File: src/rtl/input_conditioner_pkg.sv
// Shared definitions for the button/tilt front end: input indices, test FSM
// state encoding, test command width and parameter defaults.
package input_conditioner_pkg;

  localparam int unsigned DEBOUNCE_CYCLES_DEF    = 20;
  localparam int unsigned LONG_PRESS_CYCLES_DEF  = 50;
  localparam int unsigned TEST_WINDOW_CYCLES_DEF = 100;

  localparam int unsigned PULSE_W = 4;
  localparam logic [PULSE_W-1:0] PULSE_MAX = PULSE_W'(15);

  localparam int unsigned N_INPUTS  = 6;
  localparam int unsigned IDX_SLEEP = 0;
  localparam int unsigned IDX_AWAKE = 1;
  localparam int unsigned IDX_FEED  = 2;
  localparam int unsigned IDX_PLAY  = 3;
  localparam int unsigned IDX_GIRO  = 4;
  localparam int unsigned IDX_TEST  = 5;

  typedef enum logic [1:0] {
    ST_IDLE    = 2'd0,
    ST_HOLD    = 2'd1,
    ST_COLLECT = 2'd2,
    ST_EMIT    = 2'd3
  } test_state_t;

  // Saturating increment of the play-press count.
  function automatic logic [PULSE_W-1:0] sat_inc(input logic [PULSE_W-1:0] v);
    return (v == PULSE_MAX) ? v : v + PULSE_W'(1);
  endfunction

endpackage

File: src/rtl/input_conditioner_debounce_filter.sv
// 2-FF synchroniser followed by a stability counter; rise is registered and
// coincides with the debounced level going high.
module debounce_filter
  import input_conditioner_pkg::*;
#(
  parameter int unsigned DEBOUNCE_CYCLES = DEBOUNCE_CYCLES_DEF
) (
  input  logic clk,
  input  logic rst,
  input  logic raw,
  output logic level,
  output logic rise
);

  localparam int unsigned CNT_W = $clog2(DEBOUNCE_CYCLES + 1);

  logic             sync1;
  logic             sync2;
  logic [CNT_W-1:0] cnt;

  always_ff @(posedge clk) begin
    if (rst) begin
      sync1 <= 1'b0;
      sync2 <= 1'b0;
      level <= 1'b0;
      rise  <= 1'b0;
      cnt   <= '0;
    end else begin
      sync1 <= raw;
      sync2 <= sync1;
      rise  <= 1'b0;
      // Level follows only after DEBOUNCE_CYCLES consecutive mismatching cycles.
      if (sync2 != level) begin
        if (cnt == CNT_W'(DEBOUNCE_CYCLES - 1)) begin
          level <= sync2;
          rise  <= sync2;
          cnt   <= '0;
        end else begin
          cnt <= cnt + CNT_W'(1);
        end
      end else begin
        cnt <= '0;
      end
    end
  end

endmodule

File: src/rtl/input_conditioner.sv
// Button/tilt front end for the pet FSM: debounced command pulses, tilt level,
// and the long-press test gesture encoded as botonTest/pulseTest.
module input_conditioner
  import input_conditioner_pkg::*;
#(
  parameter int unsigned DEBOUNCE_CYCLES    = DEBOUNCE_CYCLES_DEF,
  parameter int unsigned LONG_PRESS_CYCLES  = LONG_PRESS_CYCLES_DEF,
  parameter int unsigned TEST_WINDOW_CYCLES = TEST_WINDOW_CYCLES_DEF
) (
  input  logic               clk,
  input  logic               rst,
  input  logic               raw_sleep,
  input  logic               raw_awake,
  input  logic               raw_feed,
  input  logic               raw_play,
  input  logic               raw_giro,
  input  logic               raw_test,
  output logic               botonSleep,
  output logic               botonAwake,
  output logic               botonFeed,
  output logic               botonPlay,
  output logic               giro,
  output logic               botonTest,
  output logic [PULSE_W-1:0] pulseTest
);

  localparam int unsigned HOLD_W = $clog2(LONG_PRESS_CYCLES + 1);
  localparam int unsigned WIN_W  = $clog2(TEST_WINDOW_CYCLES + 1);

  logic [N_INPUTS-1:0] raw_vec;
  logic [N_INPUTS-1:0] lvl;
  logic [N_INPUTS-1:0] rise;
  logic                unused_bits;

  test_state_t         state;
  logic [HOLD_W-1:0]   hold_cnt;
  logic [WIN_W-1:0]    win_cnt;
  logic [PULSE_W-1:0]  count;

  assign raw_vec = {raw_test, raw_giro, raw_play, raw_feed, raw_awake, raw_sleep};

  for (genvar i = 0; i < N_INPUTS; i++) begin : g_filt
    debounce_filter #(
      .DEBOUNCE_CYCLES(DEBOUNCE_CYCLES)
    ) u_filt (
      .clk  (clk),
      .rst  (rst),
      .raw  (raw_vec[i]),
      .level(lvl[i]),
      .rise (rise[i])
    );
  end

  assign giro        = lvl[IDX_GIRO];
  assign unused_bits = ^{lvl[IDX_SLEEP], lvl[IDX_AWAKE], lvl[IDX_FEED], rise[IDX_GIRO]};

  // Command pulses; play is swallowed while a test gesture owns the button.
  always_ff @(posedge clk) begin
    if (rst) begin
      botonSleep <= 1'b0;
      botonAwake <= 1'b0;
      botonFeed  <= 1'b0;
      botonPlay  <= 1'b0;
    end else begin
      botonSleep <= rise[IDX_SLEEP];
      botonAwake <= rise[IDX_AWAKE];
      botonFeed  <= rise[IDX_FEED];
      botonPlay  <= rise[IDX_PLAY] && !(state == ST_HOLD || state == ST_COLLECT);
    end
  end

  // Test gesture FSM. The collection window only advances while both play and
  // test are released, so the test release and a press in progress never
  // count as idle time.
  always_ff @(posedge clk) begin
    if (rst) begin
      state     <= ST_IDLE;
      hold_cnt  <= '0;
      win_cnt   <= '0;
      count     <= '0;
      botonTest <= 1'b0;
      pulseTest <= '0;
    end else begin
      botonTest <= 1'b0;
      case (state)
        ST_IDLE: begin
          if (rise[IDX_TEST]) begin
            state    <= ST_HOLD;
            hold_cnt <= '0;
          end
        end
        ST_HOLD: begin
          if (!lvl[IDX_TEST]) begin
            state <= ST_IDLE;
          end else if (hold_cnt == HOLD_W'(LONG_PRESS_CYCLES - 1)) begin
            state   <= ST_COLLECT;
            count   <= '0;
            win_cnt <= '0;
          end else begin
            hold_cnt <= hold_cnt + HOLD_W'(1);
          end
        end
        ST_COLLECT: begin
          if (rise[IDX_TEST]) begin
            state <= ST_IDLE;
          end else if (rise[IDX_PLAY]) begin
            count   <= sat_inc(count);
            win_cnt <= '0;
          end else if (!lvl[IDX_PLAY] && !lvl[IDX_TEST]) begin
            if (win_cnt == WIN_W'(TEST_WINDOW_CYCLES - 1)) begin
              state <= (count != '0) ? ST_EMIT : ST_IDLE;
            end else begin
              win_cnt <= win_cnt + WIN_W'(1);
            end
          end
        end
        ST_EMIT: begin
          botonTest <= 1'b1;
          pulseTest <= count;
          state     <= ST_IDLE;
        end
        default: state <= ST_IDLE;
      endcase
    end
  end

endmodule
File: config.mk
export PLATFORM = sky130hd
export DESIGN_NAME = input_conditioner
export DESIGN_NICKNAME = d
export VERILOG_FILES = /design/src/rtl/input_conditioner_pkg.sv /design/src/rtl/input_conditioner_debounce_filter.sv /design/src/rtl/input_conditioner.sv
export SDC_FILE = /design/constraint.sdc
export NUM_CORES = 1
export LEC_CHECK = 0
export BUFFER_PORTS_ARGS = -buffer_cell sky130_fd_sc_hd__buf_2
export CORE_MARGIN = 1
export CORE_UTILIZATION = 39
export DETAILED_ROUTE_END_ITERATION = 12
export GPL_TIMING_DRIVEN = 0
export MAX_ROUTING_LAYER = met4
export PLACE_DENSITY = 0.56
export SYNTH_ARGS = -nofsm -noshare
export SYNTH_HDL_FRONTEND = slang
export SYNTH_HIERARCHICAL = 1
export SYNTH_SLANG_ARGS = --single-unit
File: constraint.sdc
create_clock -name clk -period 2.3 [get_ports clk]
set_input_delay 0.46 -clock clk [delete_from_list [all_inputs] [get_ports clk]]
set_output_delay 0.46 -clock clk [all_outputs]
set_load 0.05 [all_outputs]
==> metrics <==
largest net degree at the start of global routing=37; Final Net Count=between 400 and 500; final worst clock skew=0.0123 ns; RSZ-0062 raised after global routing=false; total routed wirelength=6710 µm; clock root cell=clkbuf_8; Tot GR Track Use=between 10% and 20%; hpwl dp=roughly 4700 µm; Die Height=100 µm; routability cong.=0.783; worst-skew pair later-pin latency=0.36 ns; Critical Path RT=2.54 ns; Worst Hold End=g_filt[4].u_filt/sync1; CTS H-tree lvls=3; core area=around 9300 µm²; Detailed Routing Iterations Pass 1=4; post-CTS sizing=0; IO Pins=18; vias in the first global route=between 2000 and 3000; Reg area=1620 µm²; initial antenna violation count=0; # setup viols final=0; vias per cell=5.11; CTS Buffer Depth=2; CP Cell Sequence=clkbuf_4 -> clkbuf_1 -> clkinv_1 -> and4_2 -> a311o_1; Syn-to-layout area delta=11.6%; crit-path leading delay family=buffers and inverters; Hold WC Path Type=input pin to register; capture point of the worst reg-to-reg path=count[3]; total grt overflow=0; DRT iter0 DRCs=102; diode count=0; die footprint=approximately 10000 µm²; TritonCTS clock tree=yes; final setup margin=0.232 ns; register clock-pin slew on the reported worst setup and hold paths=approximately 0.10 ns; mapped cell area=3770 µm²; Starting Density=40.6%; fin area=4210 µm²; startpoint types=input pin; Fin. Hold Viols=0; area post-placement=around 4000 µm²; maxcap violations=0; post-layout minimum cycle time=between 2 and 2.5 ns; hold buffers post-CTS=0; crit path kind=input pin to register; RR Startpoint=state[0]; Post-CTS Repair Setup Buffers=0; CTS sink cnt=81; Slew Viols, Final=0; first-pass GRT wire length=11400 µm; r2r worst-path depth=7; CP Capture Type=register; Peak VDD IR=0.000270 V; crit share post-route=89.9%; Residual DRC=0; Hold WS=0.304 ns; PwrDens=607 nW/µm²; hold_sp=raw_giro; fillers=just over 900; Syn Nets=between 400 and 500; crit-path max cell delay=about 0.42 ns; Setup TNS=0 ns; Worst R2R Setup Slack=0.27 ns; share of layout cells above drive strength 1=14.6%; multi-input logic area=slightly above 2000 µm²; Worst EP arrival=2.31 ns; cells after synthesis=between 300 and 400; vias=2752; ANT nets after route=0; FMAX=about 0.48 GHz; PortBufs=17; Place WS=-0.333 ns; synthesized area per cell=10.0 µm²; YS warnings=6; Slew headroom=55.7%; Leak Pwr=about 1.5 nW; slowest cell on the critical path=clkbuf_1; Wirelength per Cell=12.4 µm; Num CTS Buffers=9; Core Rows=35; CP bufs+invs=3; Die Wd=100 µm; Worst Tran Pin Value=roughly 0.66 ns; Hold Path Depth=2; status=finished clean; CP max FO=36
[layout by cell type (no fill, tap or decap), types with 5 or more instances in the layout]
master and n:
nand3b_1 6, clkbuf_1 5, clkbuf_8 10, nor4b_2 6, nand3_1 10, ha_1 16, nor2b_1 24, nand4bb_4 6
o21ai_0 9, dfxtp_1 81, a21oi_1 5, nand4b_1 8, a31oi_1 10, o21ai_1 7, inv_1 24, o22ai_1 6
buf_2 18, mux2i_1 12, nor2_1 39, nand2b_1 12, a211oi_1 5, xnor2_1 6, xor2_1 12, nand2_1 13
nand3b_2 6
[report_power, final]
group	total (mW)	switching, mW	internal [mW]
sequential	1.43	0.00937	1.42
combinational	0.143	0.0909	0.0524
clock	0.985	0.550	0.435
[layout make-up]
class / instances / area share, %
Tap cell: 129 / 3.84
Multi-Input combinational cell: 264 / 48.1
Sequential cell: 81 / 38.6
Clock inverter: 6 / 1.19
Clock buffer: 10 / 3.27
Buffer: 7 / 0.684
Inverter: 25 / 2.23
Timing Repair Buffer: 17 / 2.08
[worst register-to-register path: stages (launching register included)]
cell and delay, ns:
dfxtp_1 0.39, inv_1 0.10, ha_1 0.24, buf_2 0.19, nand4_1 0.12, o21ai_0 0.22, a2111oi_0 0.52, o32ai_1 0.13
[sequential cells by signal, indices dropped and copies added (netlist names), 4 cells and up]
register	flops
count	4
g_filt.u_filt/level	6
g_filt.u_filt/sync1	6
g_filt.u_filt/cnt	30
win_cnt	7
pulseTest	4
g_filt.u_filt/rise	5
g_filt.u_filt/sync2	6
hold_cnt	6
[stage by stage]
| stage | total power, mW | util (%) | instances |
|---|---|---|---|
| after detailed placement | 1.60 | 43.2 | 523 |
| after CTS | 2.59 | 45.3 | 539 |
| after floorplan | 1.56 | - | 377 |
| after global placement | 1.60 | 43.2 | 523 |
| final | 2.55 | 45.3 | 539 |
| after global routing | 2.66 | 45.3 | 539 |
[per-layer routing]
layer,vias up,track usage [%],routed length [µm]
li1,1414,-,-
met1,1285,18.9,3360
met2,44,22.8,3030
met3,9,2.72,237
met4,0,6.69,80
met5,-,-,0
[worst max-delay path by stage]
stage / slack (ns) / from / cells after the start / to
6_report: 0.23 / rst / 5 / hold_cnt[2]
5_1_grt: 0.12 / rst / 5 / hold_cnt[2]
4_1_cts: 0.05 / rst / 5 / hold_cnt[2]
3_5_place_dp: -0.33 / rst / 5 / hold_cnt[2]
3_3_place_gp: -0.28 / rst / 5 / hold_cnt[2]
2_1_floorplan: 0.54 / state[0] / 6 / win_cnt[6]
No activity file was read; power rests on OpenSTA's default activity.
